### src/rtl/addr_bus_arbiter.sv
// addr_bus_arbiter
//   Clocked arbiter for the RAM address bus. One program-counter fetch
//   channel (index NUM_DATA) and NUM_DATA data load/store channels
//   (indices 0..NUM_DATA-1) compete for the bus. The winner's address and
//   write flag are latched and held for ACCESS_CYCLES cycles. The owner is
//   then acknowledged with a one-cycle ack pulse. One IDLE turnaround
//   cycle always follows a transaction.
//
// Ports
//   clk          system clock, rising edge
//   reset        synchronous active-high reset
//   pc_req       fetch request (channel NUM_DATA)
//   pc_address   fetch address, zero-extended onto the bus
//   data_req     per-channel data request, bit i = channel i
//   data_addr    flat address vector, channel i at [i*ADDR_WIDTH +: ADDR_WIDTH]
//   data_we      per-channel write flag (1 = store)
//   address_bus  registered RAM address
//   mem_we       registered RAM write enable
//   grant        one-hot owner (bit NUM_DATA = PC), zero when idle
//   ack          one-hot completion pulse, subset of grant
//   bus_busy     high while a transaction owns the bus
module addr_bus_arbiter #(
  parameter int ADDR_WIDTH    = 16,
  parameter int PC_WIDTH      = 8,
  parameter int NUM_DATA      = 2,
  parameter int ACCESS_CYCLES = 2,
  parameter int ARB_MODE      = 0
) (
  input  logic                           clk,
  input  logic                           reset,
  input  logic                           pc_req,
  input  logic [PC_WIDTH-1:0]            pc_address,
  input  logic [NUM_DATA-1:0]            data_req,
  input  logic [NUM_DATA*ADDR_WIDTH-1:0] data_addr,
  input  logic [NUM_DATA-1:0]            data_we,
  output logic [ADDR_WIDTH-1:0]          address_bus,
  output logic                           mem_we,
  output logic [NUM_DATA:0]              grant,
  output logic [NUM_DATA:0]              ack,
  output logic                           bus_busy
);

  localparam int NCH   = NUM_DATA + 1;
  localparam int IDX_W = $clog2(NCH);
  localparam int CNT_W = (ACCESS_CYCLES > 1) ? $clog2(ACCESS_CYCLES) : 1;

  typedef enum logic {
    IDLE,
    ACCESS
  } state_t;

  state_t                  state_q, state_d;
  logic [CNT_W-1:0]        cnt_q, cnt_d;
  logic [IDX_W-1:0]        rr_ptr_q, rr_ptr_d;
  logic [ADDR_WIDTH-1:0]   addr_d;
  logic                    we_d;
  logic [NUM_DATA:0]       grant_d;

  logic [NUM_DATA:0]       req_all;
  int                      start_idx;
  int                      win_idx;
  logic                    win_found;
  logic [NUM_DATA:0]       win_oh;
  logic [ADDR_WIDTH-1:0]   win_addr;
  logic                    win_we;

  function automatic logic [ADDR_WIDTH-1:0] zext_pc(input logic [PC_WIDTH-1:0] pc);
    logic [ADDR_WIDTH-1:0] r;
    r = '0;
    r[PC_WIDTH-1:0] = pc;
    return r;
  endfunction

  assign req_all = {pc_req, data_req};

  // Winner search. Fixed priority always starts at channel 0. Round-robin
  // starts one past the last owner and wraps, so the PC (highest index)
  // is followed by channel 0.
  always_comb begin
    start_idx = (ARB_MODE == 1) ? int'(rr_ptr_q) : 0;
    win_found = 1'b0;
    win_idx   = 0;
    for (int i = 0; i < NCH; i++) begin
      for (int j = 0; j < NCH; j++) begin
        if (!win_found && req_all[j] && (j == ((start_idx + i) % NCH))) begin
          win_found = 1'b1;
          win_idx   = j;
        end
      end
    end
  end

  always_comb begin
    win_oh   = '0;
    win_addr = zext_pc(pc_address);
    win_we   = 1'b0;
    for (int j = 0; j < NCH; j++) begin
      win_oh[j] = win_found && (j == win_idx);
    end
    for (int j = 0; j < NUM_DATA; j++) begin
      if (j == win_idx) begin
        win_addr = data_addr[j*ADDR_WIDTH +: ADDR_WIDTH];
        win_we   = data_we[j];
      end
    end
  end

  // Next-state and registered-output logic
  always_comb begin
    state_d  = state_q;
    cnt_d    = cnt_q;
    rr_ptr_d = rr_ptr_q;
    addr_d   = address_bus;
    we_d     = mem_we;
    grant_d  = grant;
    unique case (state_q)
      IDLE: begin
        addr_d  = zext_pc(pc_address);
        we_d    = 1'b0;
        grant_d = '0;
        if (win_found) begin
          addr_d   = win_addr;
          we_d     = win_we;
          grant_d  = win_oh;
          cnt_d    = CNT_W'(ACCESS_CYCLES - 1);
          rr_ptr_d = IDX_W'((win_idx + 1) % NCH);
          state_d  = ACCESS;
        end
      end
      ACCESS: begin
        // Bus contents are frozen; requester inputs are not looked at.
        if (cnt_q != '0) begin
          cnt_d = cnt_q - CNT_W'(1);
        end else begin
          addr_d  = zext_pc(pc_address);
          we_d    = 1'b0;
          grant_d = '0;
          state_d = IDLE;
        end
      end
      default: state_d = IDLE;
    endcase
  end

  // Completion pulse comes from the last ACCESS cycle, so an aborted
  // (reset) transaction never acks.
  assign ack      = ((state_q == ACCESS) && (cnt_q == '0)) ? grant : '0;
  assign bus_busy = (state_q == ACCESS);

  always_ff @(posedge clk) begin
    if (reset) begin
      state_q     <= IDLE;
      cnt_q       <= '0;
      rr_ptr_q    <= '0;
      address_bus <= '0;
      mem_we      <= 1'b0;
      grant       <= '0;
    end else begin
      state_q     <= state_d;
      cnt_q       <= cnt_d;
      rr_ptr_q    <= rr_ptr_d;
      address_bus <= addr_d;
      mem_we      <= we_d;
      grant       <= grant_d;
    end
  end

endmodule

### config.mk
export PLATFORM = sky130hd
export DESIGN_NAME = addr_bus_arbiter
export DESIGN_NICKNAME = d
export VERILOG_FILES = /design/src/rtl/addr_bus_arbiter.sv
export SDC_FILE = /design/constraint.sdc
export NUM_CORES = 1
export LEC_CHECK = 0
export ABC_AREA = 1
export BUFFER_PORTS_ARGS = -buffer_cell sky130_fd_sc_hd__buf_2
export CAP_MARGIN = 20
export CORE_MARGIN = 1
export CORE_UTILIZATION = 44
export DETAILED_ROUTE_END_ITERATION = 10
export GPL_TIMING_DRIVEN = 0
export HOLD_SLACK_MARGIN = 0.12
export PLACE_DENSITY_LB_ADDON = 0.12
export SLEW_MARGIN = 10
export SYNTH_ARGS = -nofsm -noshare
export SYNTH_HDL_FRONTEND = slang
export SYNTH_SLANG_ARGS = --single-unit
### constraint.sdc
create_clock -name clk -period 2.4 [get_ports clk]
set_clock_uncertainty 0.05 [all_clocks]
set_input_delay 0.48 -clock clk [delete_from_list [all_inputs] [get_ports clk]]
set_output_delay 0.48 -clock clk [all_outputs]
set_load 0.1 [all_outputs]
==> results of run 1 <==
-- final cells by class --
class,count,area (um2)
buffer,4,27.5
inverter,10,42.5
tap,28,35.0
fill,230,744
multi-input combinational,131,612
sequential,22,442
timing repair buffer,70,350
clock buffer,3,22.5
-- tightest hold or removal path, stage by stage --
cell and delay [ns]:
sky130_fd_sc_hd__buf_2 0.07, sky130_fd_sc_hd__nand2_1 0.04, sky130_fd_sc_hd__nand2_1 0.05, sky130_fd_sc_hd__nand2_1 0.04, sky130_fd_sc_hd__nand2_1 0.04
-- where the power goes --
part,internal [mW],switching (mW)
Sequential,0.398,0.0176
Combinational,0.0921,0.344
Clock,0.0587,0.108
Total,0.549,0.469
-- flip-flops by register name (all words and copies together), names as in the netlist --
| register | count |
|---|---|
| address_bus | 16 |
| bus_busy | 1 |
| cnt_q | 1 |
| grant | 3 |
| mem_we | 1 |
-- worst max path at each step --
stage | slack [ns] | from | to
floorplan | 0.19 | grant[0] | ack[0]
global placement | 0.57 | bus_busy | ack[0]
detailed placement | 0.56 | bus_busy | ack[1]
CTS | 0.21 | bus_busy | ack[1]
global route | 0.15 | bus_busy | ack[0]
finish | 0.22 | bus_busy | ack[1]
-- cells by family after synthesis --
| kind of cell | after synthesis | synth area share (%) |
|---|---|---|
| buffers and inverters | 14 | 6.37 |
| and+or+nand+nor | 101 | 38.2 |
| AOI/OAI and AO/OA | 30 | 15.4 |
| DFF | 22 | 40.0 |
-- metrics by stage --
stage	hold WS, ns	std cells	util [%]
2_1_floorplan	0.419	167	-
3_3_place_gp	0.406	265	66.3
3_5_place_dp	0.416	265	66.3
4_1_cts	0.383	268	67.3
5_1_grt	0.384	268	67.3
6_report	0.386	268	67.3
-- placed cells by master, fill, tap and decap left out --
cell / n
sky130_fd_sc_hd__nor2_2: 2
sky130_fd_sc_hd__inv_2: 2
sky130_fd_sc_hd__o22ai_1: 1
sky130_fd_sc_hd__clkinv_1: 1
sky130_fd_sc_hd__o21ai_0: 11
sky130_fd_sc_hd__clkinv_4: 1
sky130_fd_sc_hd__nand3_1: 9
sky130_fd_sc_hd__buf_2: 71
sky130_fd_sc_hd__buf_4: 1
sky130_fd_sc_hd__nand2_2: 2
sky130_fd_sc_hd__nand4_1: 1
sky130_fd_sc_hd__o31ai_1: 1
sky130_fd_sc_hd__a21oi_2: 1
sky130_fd_sc_hd__clkbuf_1: 1
sky130_fd_sc_hd__dfxtp_2: 1
sky130_fd_sc_hd__nand2_1: 81
sky130_fd_sc_hd__nor2_4: 5
sky130_fd_sc_hd__o21ai_4: 1
sky130_fd_sc_hd__inv_1: 6
sky130_fd_sc_hd__clkbuf_4: 3
sky130_fd_sc_hd__buf_6: 1
sky130_fd_sc_hd__a21oi_1: 15
sky130_fd_sc_hd__dfxtp_1: 21
sky130_fd_sc_hd__or2_2: 1
-- per-layer routing --
layer  GRT usage, %  share of wire (%)
met1           30.1                 47
met2           36.1                 46
met4           5.41               0.60
met5              0                  0
met3           6.14                6.4
==> qor_table.md, run 1 <==
| Metric | Reported |
|:---|:---|
| Outcome | finished, final reports clean |
| Areal power density over the cells | 665 nW/um2 |
| Layout Nets | 289 |
| Area of the die | 2700 um2 |
| Post-synth cell types | 23 |
| Via density | 4.69 |
| Worst hold path startpoint | data_addr[9] |
| Max-slew violation count | 0 |
| Post-Place Worst Slack | 0.560 ns |
| Number of I/O pins | 71 |
| Flop2flop setup slack | 1.15 ns |
| Hpwl dp | 2.17 mm |
| Most instantiated flip-flop cell in the synthesis netlist | sky130_fd_sc_hd__dfxtp_1 |
| Maximum level of the CTS H-tree | 1 |
| CP max stage delay | 0.42 ns |
| Antenna-violating nets left | 0 |
| Hold crit path type | in -> reg |
| Crit path buffers/inverters | 2 |
| Relative area change from synthesis to final layout | 39.2% |
| Setup repair bufs after CTS | 0 |
| CTS tree | built |
| Die Wd | 52.0 um |
| Final Hold Fails | 0 |
| Critical path type | reg -> out |
| Pwr Total | 1.02 mW |
| Die Height | 52.0 um |
| Number of synthesized register bits | 22 |
| Worst Hold End | address_bus[9] |
| Maximum capacitance violations | 0 |
| Count leader, synth | sky130_fd_sc_hd__nand2_1 |
| Crit path depth | 4 |
| Hold bufs inserted after CTS | 0 |
| Post-route minimum period | 2.18 ns |
| Fraction of layout cells with a size suffix above 1 | 38.3% |
| Cell accounting for the most synthesized area | sky130_fd_sc_hd__dfxtp_1 |
| Port bufs | 70 |
| Initial core utilization | 48.3% |
| Peak Freq | 460 MHz |
| R2R depth | 5 |
| Synth cell count leaders | 81 x sky130_fd_sc_hd__nand2_1, 22 x sky130_fd_sc_hd__dfxtp_1, 15 x sky130_fd_sc_hd__a21oi_1, 11 x sky130_fd_sc_hd__o21ai_0, 9 x sky130_fd_sc_hd__nand3_1 |
| Core ar. | 2280 um2 |
| Number of placement rows | 17 |
| Final critical-path share of the clock period | 90.6% |
| Net count after synthesis | 214 |
| Kind of cell adding the most delay to the critical path | buffers and inverters |
| Count of yosys warnings during synthesis | 0 |
| Cell breakdown of the critical path | inv_1, or2_2, nor2_4, buf_2 |
| Count of flip-flops with a built-in enable after synthesis | 0 |
| Critical path endpoint category | primary output |
| Req. time, crit path | 1.87 ns |
| Leak pwr | 0.862 nW |
| Worst Setup Slack, final | 0.225 ns |
| Antenna diodes | 0 |
| End of the worst register-to-register path | address_bus[7] |
| Post-Syn Area per Cell | 6.59 um2 |
| Max_slew headroom | 67.4% |
| Finished layout cell area | 1530 um2 |
| Total routed wirelength | 2.86 mm |
| Clk pin slew, worst setup/hold paths | 0.12 ns |
| Starting DRC count in detailed routing | 18 |
| Number of clock sinks | 22 |
| Vias in the first global route | 1,067 |
| Unrepaired setup endpoints after global routing | no |
| CTS Root Cell | sky130_fd_sc_hd__clkbuf_4 |
| GP Congestion | 0.773 |
| Global-route wire length before repair | 4.55 mm |
| Remaining global-route overflow | 0 |
| Clock Tree Buf Depth | 2 |
| Sequential-to-total area share from yosys stat | 40.0% |
| Antenna violations before repair | 0 |
| Mapped Area | 1100 um2 |
| Critical Path Start Type | flop |
| Detailed-router iteration count before antenna repair | 6 |
| # setup viols final | 0 |
| Aggregate negative setup slack | 0 ns |
| Slew at the pin with the worst max-slew slack | 0.493 ns |
| Number of clock buffers inserted by TritonCTS | 3 |
| Top-area cell type share of the netlist area | 40.0% |
| Clock insertion delay at the later pin of the skew report | 0.31 ns |
| Maximum net fanout on the critical path | 4 |
| Post-synth ARST share | 0% |
| Crit path max-delay cell type | sky130_fd_sc_hd__buf_2 |
| Crit path arrival time | 1.65 ns |
| R2r startpoint | bus_busy |
| Peak supply drop | 0.000547 V |
| Largest net degree at the start of global routing | 12 |
| Number of instances in the synthesized netlist | 167 |
| Cell depth of the worst hold path | 5 |
| Top post-synthesis cells by area | sky130_fd_sc_hd__dfxtp_1 40%, sky130_fd_sc_hd__nand2_1 28%, sky130_fd_sc_hd__a21oi_1 6.8% |
| Number of remaining DRC errors | 0 |
| Number of gates given a new drive strength after cts | 0 |
| Vias post-DR | 1,256 |
| Overall global routing resource usage | 22.7% |
| Post-DR wirelength/cell | 10.7 um |
| Instance area at placement | 1510 um2 |
No activity file was read; power rests on OpenSTA's default activity.
==> inputs of run 2 (changes only) <==
ABC_AREA = unset   (was 1)
CORE_UTILIZATION = 43   (was 44)
==> qor_table.md, run 2 <==
| Metric | Reported | Delta |
|:---|:---|:---|
| Fraction of layout cells with a size suffix above 1 | 51.5% | +13 points |
| Die Wd | 50.0 um | -3.9% |
| Count of yosys warnings during synthesis | 0 | unchanged |
| Maximum level of the CTS H-tree | 1 | unchanged |
| Areal power density over the cells | 778 nW/um2 | +17% |
| Synth cell count leaders | 22 x sky130_fd_sc_hd__dfxtp_1, 17 x sky130_fd_sc_hd__a22oi_1, 9 x sky130_fd_sc_hd__o2bb2ai_1, 8 x sky130_fd_sc_hd__mux2i_1, 8 x sky130_fd_sc_hd__o22ai_1 |  |
| Number of placement rows | 17 | unchanged |
| Vias post-DR | 1,028 | -18% |
| Clk pin slew, worst setup/hold paths | 0.12 ns | about the same |
| CTS Root Cell | sky130_fd_sc_hd__clkbuf_4 |  |
| Antenna violations before repair | 0 | unchanged |
| Clock insertion delay at the later pin of the skew report | 0.30 ns | about the same |
| Number of remaining DRC errors | 0 | unchanged |
| Clock Tree Buf Depth | 2 | unchanged |
| Number of clock sinks | 22 | unchanged |
| Number of I/O pins | 71 | unchanged |
| Number of instances in the synthesized netlist | 96 | -43% |
| Antenna-violating nets left | 0 | unchanged |
| Number of gates given a new drive strength after cts | 0 | unchanged |
| Top-area cell type share of the netlist area | 44.5% | +4.5 points |
| Worst Setup Slack, final | 0.280 ns | +0.0557 ns |
| Vias in the first global route | 856 | -20% |
| Hold bufs inserted after CTS | 0 | unchanged |
| Final hold slack | 0.292 ns | -0.0945 ns |
| # setup viols final | 0 | unchanged |
| Slew at the pin with the worst max-slew slack | 0.617 ns | +0.124 ns |
| Outcome | finished, final reports clean |  |
| Max-slew violation count | 0 | unchanged |
| Leak pwr | 0.735 nW | -15% |
| Critical Path Start Type | flop |  |
| Die Height | 50.0 um | -3.9% |
| Req. time, crit path | 1.87 ns | about the same |
| Largest net degree at the start of global routing | 14 | +2 |
| Antenna diodes | 0 | unchanged |
| Final core occ | 65.2% | -2.1 points |
| Peak supply drop | 0.000513 V | -6.1% |
| Maximum net fanout on the critical path | 10 | +6 |
| Count of flip-flops with a built-in enable after synthesis | 0 | unchanged |
| Layout Nets | 217 | -25% |
| Post-route non-filler standard cell count | 197 | -26% |
| Area of the die | 2500 um2 | -7.6% |
| Count leader, synth | sky130_fd_sc_hd__dfxtp_1 |  |
| Number of synthesized register bits | 22 | unchanged |
| Cell accounting for the most synthesized area | sky130_fd_sc_hd__dfxtp_1 |  |
| Top library cells by usage in the layout, fill and taps aside | 71 x sky130_fd_sc_hd__buf_2, 21 x sky130_fd_sc_hd__dfxtp_1, 17 x sky130_fd_sc_hd__a22oi_1, 9 x sky130_fd_sc_hd__o2bb2ai_1 |  |
| Initial core utilization | 45.2% | -3.1 points |
| Leading registers by flop count | address_bus: 16 flops, grant: 3 flops |  |
| Net count after synthesis | 143 | -33% |
| Total routed wirelength | 2.45 mm | -14% |
| Peak Freq | 472 MHz | +2.6% |
| Relative area change from synthesis to final layout | 44.2% |  |
| Post-Place Worst Slack | 0.629 ns | +0.0698 ns |
| Pwr Total | 1.11 mW | +9.1% |
| CTS tree | built |  |
| Most instantiated flip-flop cell in the synthesis netlist | sky130_fd_sc_hd__dfxtp_1 |  |
| Aggregate negative setup slack | 0 ns | unchanged |
| Post-Syn Area per Cell | 10.3 um2 | +57% |
| Post-route minimum period | 2.12 ns | -0.0557 ns |
| Detailed-router iteration count before antenna repair | 4 | -2 |
| Instance area at placement | 1380 um2 | -8.9% |
| Core ar. | 2190 um2 | -3.7% |
| Top post-synthesis cells by area | sky130_fd_sc_hd__dfxtp_1 45%, sky130_fd_sc_hd__a22oi_1 13%, sky130_fd_sc_hd__mux2i_1 8.1% |  |
| Via density | 5.22 | +11% |
| Commonest non-fill, non-tap cell in the layout | sky130_fd_sc_hd__buf_2 |  |
| Global-route wire length before repair | 3.79 mm | -17% |
| Flip-flop count of the largest register, all copies and words added | 16 | unchanged |
| Post-DR wirelength/cell | 12.5 um | +17% |
| Critical path type | reg -> out |  |
| Maximum capacitance violations | 0 | unchanged |
| Final critical-path share of the clock period | 88.3% | -2.3 points |
| Finished layout cell area | 1430 um2 | -6.8% |
| Register containing the most flip-flops in the final layout | address_bus |  |
| GP Congestion | 0.752 | -2.8% |
| Post-synth ARST share | 0% | unchanged |
| Mapped Area | 990 um2 | -10% |
| Crit path arrival time | 1.59 ns | -0.06 ns |
| Number of clock buffers inserted by TritonCTS | 3 | unchanged |
| Remaining global-route overflow | 0 | unchanged |
| Starting DRC count in detailed routing | 19 | +1 |
| Overall global routing resource usage | 20.1% | -2.6 points |
| Setup repair bufs after CTS | 0 | unchanged |
| Post-synth cell types | 24 | +4.3% |
| Sequential-to-total area share from yosys stat | 44.5% | +4.5 points |
| Max_slew headroom | 58.7% | -8.6 points |
| Hold crit path type | in -> reg |  |
| Final Hold Fails | 0 | unchanged |
| Port bufs | 69 | -1.4% |
| Hpwl dp | 1.84 mm | -15% |
| Critical path endpoint category | primary output |  |
| Unrepaired setup endpoints after global routing | no |  |
| Placed cell count | 193 | -27% |
==> run 2: changes by cell type in the layout (fill, tap and decap cells not counted), sizes merged, moves of 7 or more <==
cell / change
a21oi: -14
mux2i: +8
o21ai: -11
nand3: -7
nand2: -82
o22ai: +7
inv: -8
a22oi: +17
o2bb2ai: +9
==> run 2: layout make-up <==
type | instances | area [um2]
fillers | 189 | 763
clock inverters | 1 | 30.0
multi-input cells | 66 | 483
well taps | 28 | 35.0
flip-flops and latches | 22 | 442
clock buffers | 3 | 22.5
plain buffers | 8 | 70.1
repair buffers | 69 | 345
==> run 2: worst max-delay path: stages (launching register included) <==
cell                      delay, ns
sky130_fd_sc_hd__dfxtp_2       0.36
sky130_fd_sc_hd__buf_4         0.16
sky130_fd_sc_hd__nor2b_1       0.19
sky130_fd_sc_hd__and2_2        0.16
sky130_fd_sc_hd__buf_2         0.41
==> run 2: cell families after synthesis <==
group / Yosys count / synth area share [%]
compound gates: 40 / 30.0
flops: 22 / 44.5
simple gates: 18 / 10.4
mux: 8 / 8.09
buf+inv: 8 / 7.08
==> run 2: where the power goes <==
| part | leakage (nW) | internal, mW | switching [mW] |
|---|---|---|---|
| clock network | 0.0279 | 0.169 | 0.117 |
| registers | 0.182 | 0.398 | 0.0156 |
| logic | 0.525 | 0.101 | 0.311 |
==> run 2: path summary, 6_finish.rpt <==
kind                         from               to  slack (ns)  cells past startpoint
hold reg to reg   address_bus[12]  address_bus[12]        0.42                      1
setup reg to reg         bus_busy  address_bus[13]        0.86                      4
hold / removal              reset         grant[1]        0.29                      2
setup / recovery         bus_busy           ack[1]        0.28                      4
==> run 2: per-layer routing <==
| metal | track usage (%) | vias up | wire length (um) |
|---|---|---|---|
| met1 | 25.2 | 460 | 1110 |
| met2 | 32.9 | 42 | 1190 |
| li1 | - | 522 | - |
| met3 | 3.09 | 4 | 125 |
| met4 | 10.0 | 0 | 31 |
| met5 | 0 | - | 0 |
==> inputs of run 3 (changes only) <==
BUFFER_PORTS_ARGS = unset   (was -buffer_cell sky130_fd_sc_hd__buf_2)
CORE_UTILIZATION = 60   (was 43)
DONT_BUFFER_PORTS = 1   (was unset)
==> qor_table.md, run 3 (synthesis results as in run 2) <==
| Metric | Reported | Delta |
|:---|:---|:---|
| Clock insertion delay at the later pin of the skew report | 0.31 ns | about the same |
| Antenna violations before repair | 0 | unchanged |
| Number of I/O pins | 71 | unchanged |
| GP Congestion | 0.679 | -9.7% |
| Clock Tree Buf Depth | 2 | unchanged |
| Maximum level of the CTS H-tree | 1 | unchanged |
| Aggregate negative setup slack | 0 ns | unchanged |
| Part of the power in combinational logic | 11.7% | -25 points |
| Layout Nets | 148 | -32% |
| Relative area change from synthesis to final layout | 8.47% |  |
| Flip-flop count of the largest register, all copies and words added | 16 | unchanged |
| Register containing the most flip-flops in the final layout | address_bus |  |
| # setup viols final | 0 | unchanged |
| Final Hold Fails | 0 | unchanged |
| Routing layer with the top usage in global route | met2 |  |
| Internal power summed over all cells | 0.622 mW | -6.8% |
| Remaining global-route overflow | 0 | unchanged |
| Global routing usage on met2 | 36.6% | +3.7 points |
| Port bufs | 0 | -100% |
| Largest net degree at the start of global routing | 14 | unchanged |
| Peak Freq | 434 MHz | -8.0% |
| Final critical-path share of the clock period | 96.0% | +7.7 points |
| Detailed-router iteration count before antenna repair | 5 | +1 |
| Antenna-violating nets left | 0 | unchanged |
| Cell depth of the worst hold path | 2 | unchanged |
| R2r startpoint | bus_busy |  |
| Post-DR wirelength/cell | 17.3 um | +39% |
| Commonest non-fill, non-tap cell in the layout | sky130_fd_sc_hd__dfxtp_1 |  |
| Hold bufs inserted after CTS | 0 | unchanged |
| Post-Place Worst Slack | 0.275 ns | -0.355 ns |
| Clk pin slew, worst setup/hold paths | 0.12 ns | about the same |
| Setup repair bufs after CTS | 0 | unchanged |
| End of the worst register-to-register path | address_bus[9] |  |
| Maximum capacitance violations | 0 | unchanged |
| Critical path endpoint category | primary output |  |
| Worst Hold End | grant[0] |  |
| GRT met1 Usage | 28.4% | +3.1 points |
| Antenna diodes | 0 | unchanged |
| Hpwl dp | 1.41 mm | -23% |
| Crit path arrival time | 1.77 ns | +0.18 ns |
| Crit path from | bus_busy |  |
| Area of the die | 1820 um2 | -27% |
| Leading registers by flop count | address_bus: 16 flops, grant: 3 flops |  |
| Cell breakdown of the critical path | buf_4, nor2b_1, and2_2 |  |
| Overall global routing resource usage | 22.7% | +2.7 points |
| CTS tree | built |  |
| Outcome | finished, final reports clean |  |
| Number of placement rows | 14 | -3 |
| Core ar. | 1520 um2 | -30% |
| Peak supply drop | 0.000562 V | +9.6% |
| Unrepaired setup endpoints after global routing | no |  |
| Vias post-DR | 777 | -24% |
| Max_slew headroom | 34.3% | -24 points |
| Worst Setup Slack, final | 0.0966 ns | -0.184 ns |
| Via density | 6.70 | +28% |
| Seq pwr share | 61.2% | +24 points |
| Critical path type | reg -> out |  |
| Global-route wire length before repair | 3.07 mm | -19% |
| NetSw | 0.420 mW | -5.1% |
| Final core occ | 70.4% | +5.3 points |
| Top library cells by usage in the layout, fill and taps aside | 18 x sky130_fd_sc_hd__dfxtp_1, 17 x sky130_fd_sc_hd__a22oi_1, 9 x sky130_fd_sc_hd__o2bb2ai_1, 8 x sky130_fd_sc_hd__mux2i_1, 8 x sky130_fd_sc_hd__o22ai_1 |  |
| Flop2flop setup slack | 0.59 ns | -0.27 ns |
| Total routed wirelength | 2.01 mm | -18% |
| Clock group share of total power | 27.1% | +1.4 points |
| Leak pwr | 0.437 nW | -41% |
| Crit path max-delay cell type | sky130_fd_sc_hd__dfxtp_4 |  |
| Req. time, crit path | 1.87 ns | about the same |
| Vias in the first global route | 699 | -18% |
| Number of clock sinks | 22 | unchanged |
| R2R depth | 4 | unchanged |
| Hold crit path type | in -> reg |  |
| Areal power density over the cells | 971 nW/um2 | +25% |
| Post-route minimum period | 2.30 ns | +0.184 ns |
| Worst hold path startpoint | data_req[0] |  |
| Number of remaining DRC errors | 0 | unchanged |
| Switching share of power | 40.3% | +0.42 points |
| Starting DRC count in detailed routing | 13 | -6 |
| Max-slew violation count | 0 | unchanged |
| Die Height | 42.6 um | -15% |
| Fraction of layout cells with a size suffix above 1 | 21.0% | -30 points |
| Die Wd | 42.6 um | -15% |
| Initial core utilization | 64.9% | +20 points |
| CTS Root Cell | sky130_fd_sc_hd__clkbuf_4 |  |
| Critical Path Start Type | flop |  |
| Number of clock buffers inserted by TritonCTS | 3 | unchanged |
| Slew at the pin with the worst max-slew slack | 0.983 ns | +0.367 ns |
| Maximum net fanout on the critical path | 10 | unchanged |
| Routing usage on met3 | 4.74% | +1.7 points |
| CP max stage delay | 0.56 ns | +0.15 ns |
-- run 3: cell types whose count changed in the layout (fill, tap and decap cells not counted), sizes merged --
cell,previous run,this run
buf,77,8
-- run 3: power by group through the flow --
stage	Clock (mW)	Sequential (mW)	Combinational (mW)
5_1_grt	0.298	0.642	0.134
4_1_cts	0.287	0.638	0.122
3_5_place_dp	0	0.645	0.122
6_report	0.283	0.638	0.122
2_1_floorplan	0	0.639	0.105
3_3_place_gp	0	0.645	0.119
-- run 3: area by class of cell --
cell class	instances	area, um2
Buffer	8	70.1
Sequential cell	22	448
Clock inverter	1	30.0
Tap cell	16	20.0
Multi-Input combinational cell	66	483
Clock buffer	3	22.5
Fill cell	127	450
-- run 3: worst max-delay path: cells and delay by family (launching register included) --
family                 cells  cell delay, ns
buffers and inverters      1            0.23
AND/OR/NAND/NOR            2            0.67
flip-flops                 1            0.56
-- run 3: stage by stage --
stage | area (um2) | hold slack, ns | std cells | power [mW]
after floorplan | 995 | 0.540 | 96 | 0.745
final | 1070 | 0.240 | 116 | 1.04
after global placement | 1010 | 0.558 | 112 | 0.763
after detailed placement | 1010 | 0.576 | 112 | 0.766
after CTS | 1070 | 0.237 | 116 | 1.05
after global routing | 1070 | 0.253 | 116 | 1.07
-- run 3: how the worst max path moves through the flow --
| stage | to | slack [ns] | cells after the start |
|---|---|---|---|
| final | ack[1] | 0.1 | 3 |
| after global routing | ack[0] | 0.05 | 3 |
| after CTS | ack[1] | 0.08 | 3 |
| after detailed placement | ack[1] | 0.27 | 3 |
| after global placement | ack[1] | 0.28 | 3 |
| after floorplan | ack[2] | 0.30 | 1 |
-- run 3: routing by layer --
metal,vias up,share of wire [%]
li1,385,-
met1,348,43
met2,40,48
met3,4,7.1
met4,0,1.8
met5,-,0
-- run 3: what timing repair did --
action | in CTS | in global routing
resized for setup | 4 | 0
endpoints found under the setup margin | 3 | 0
endpoints found under the hold margin | 0 | 0
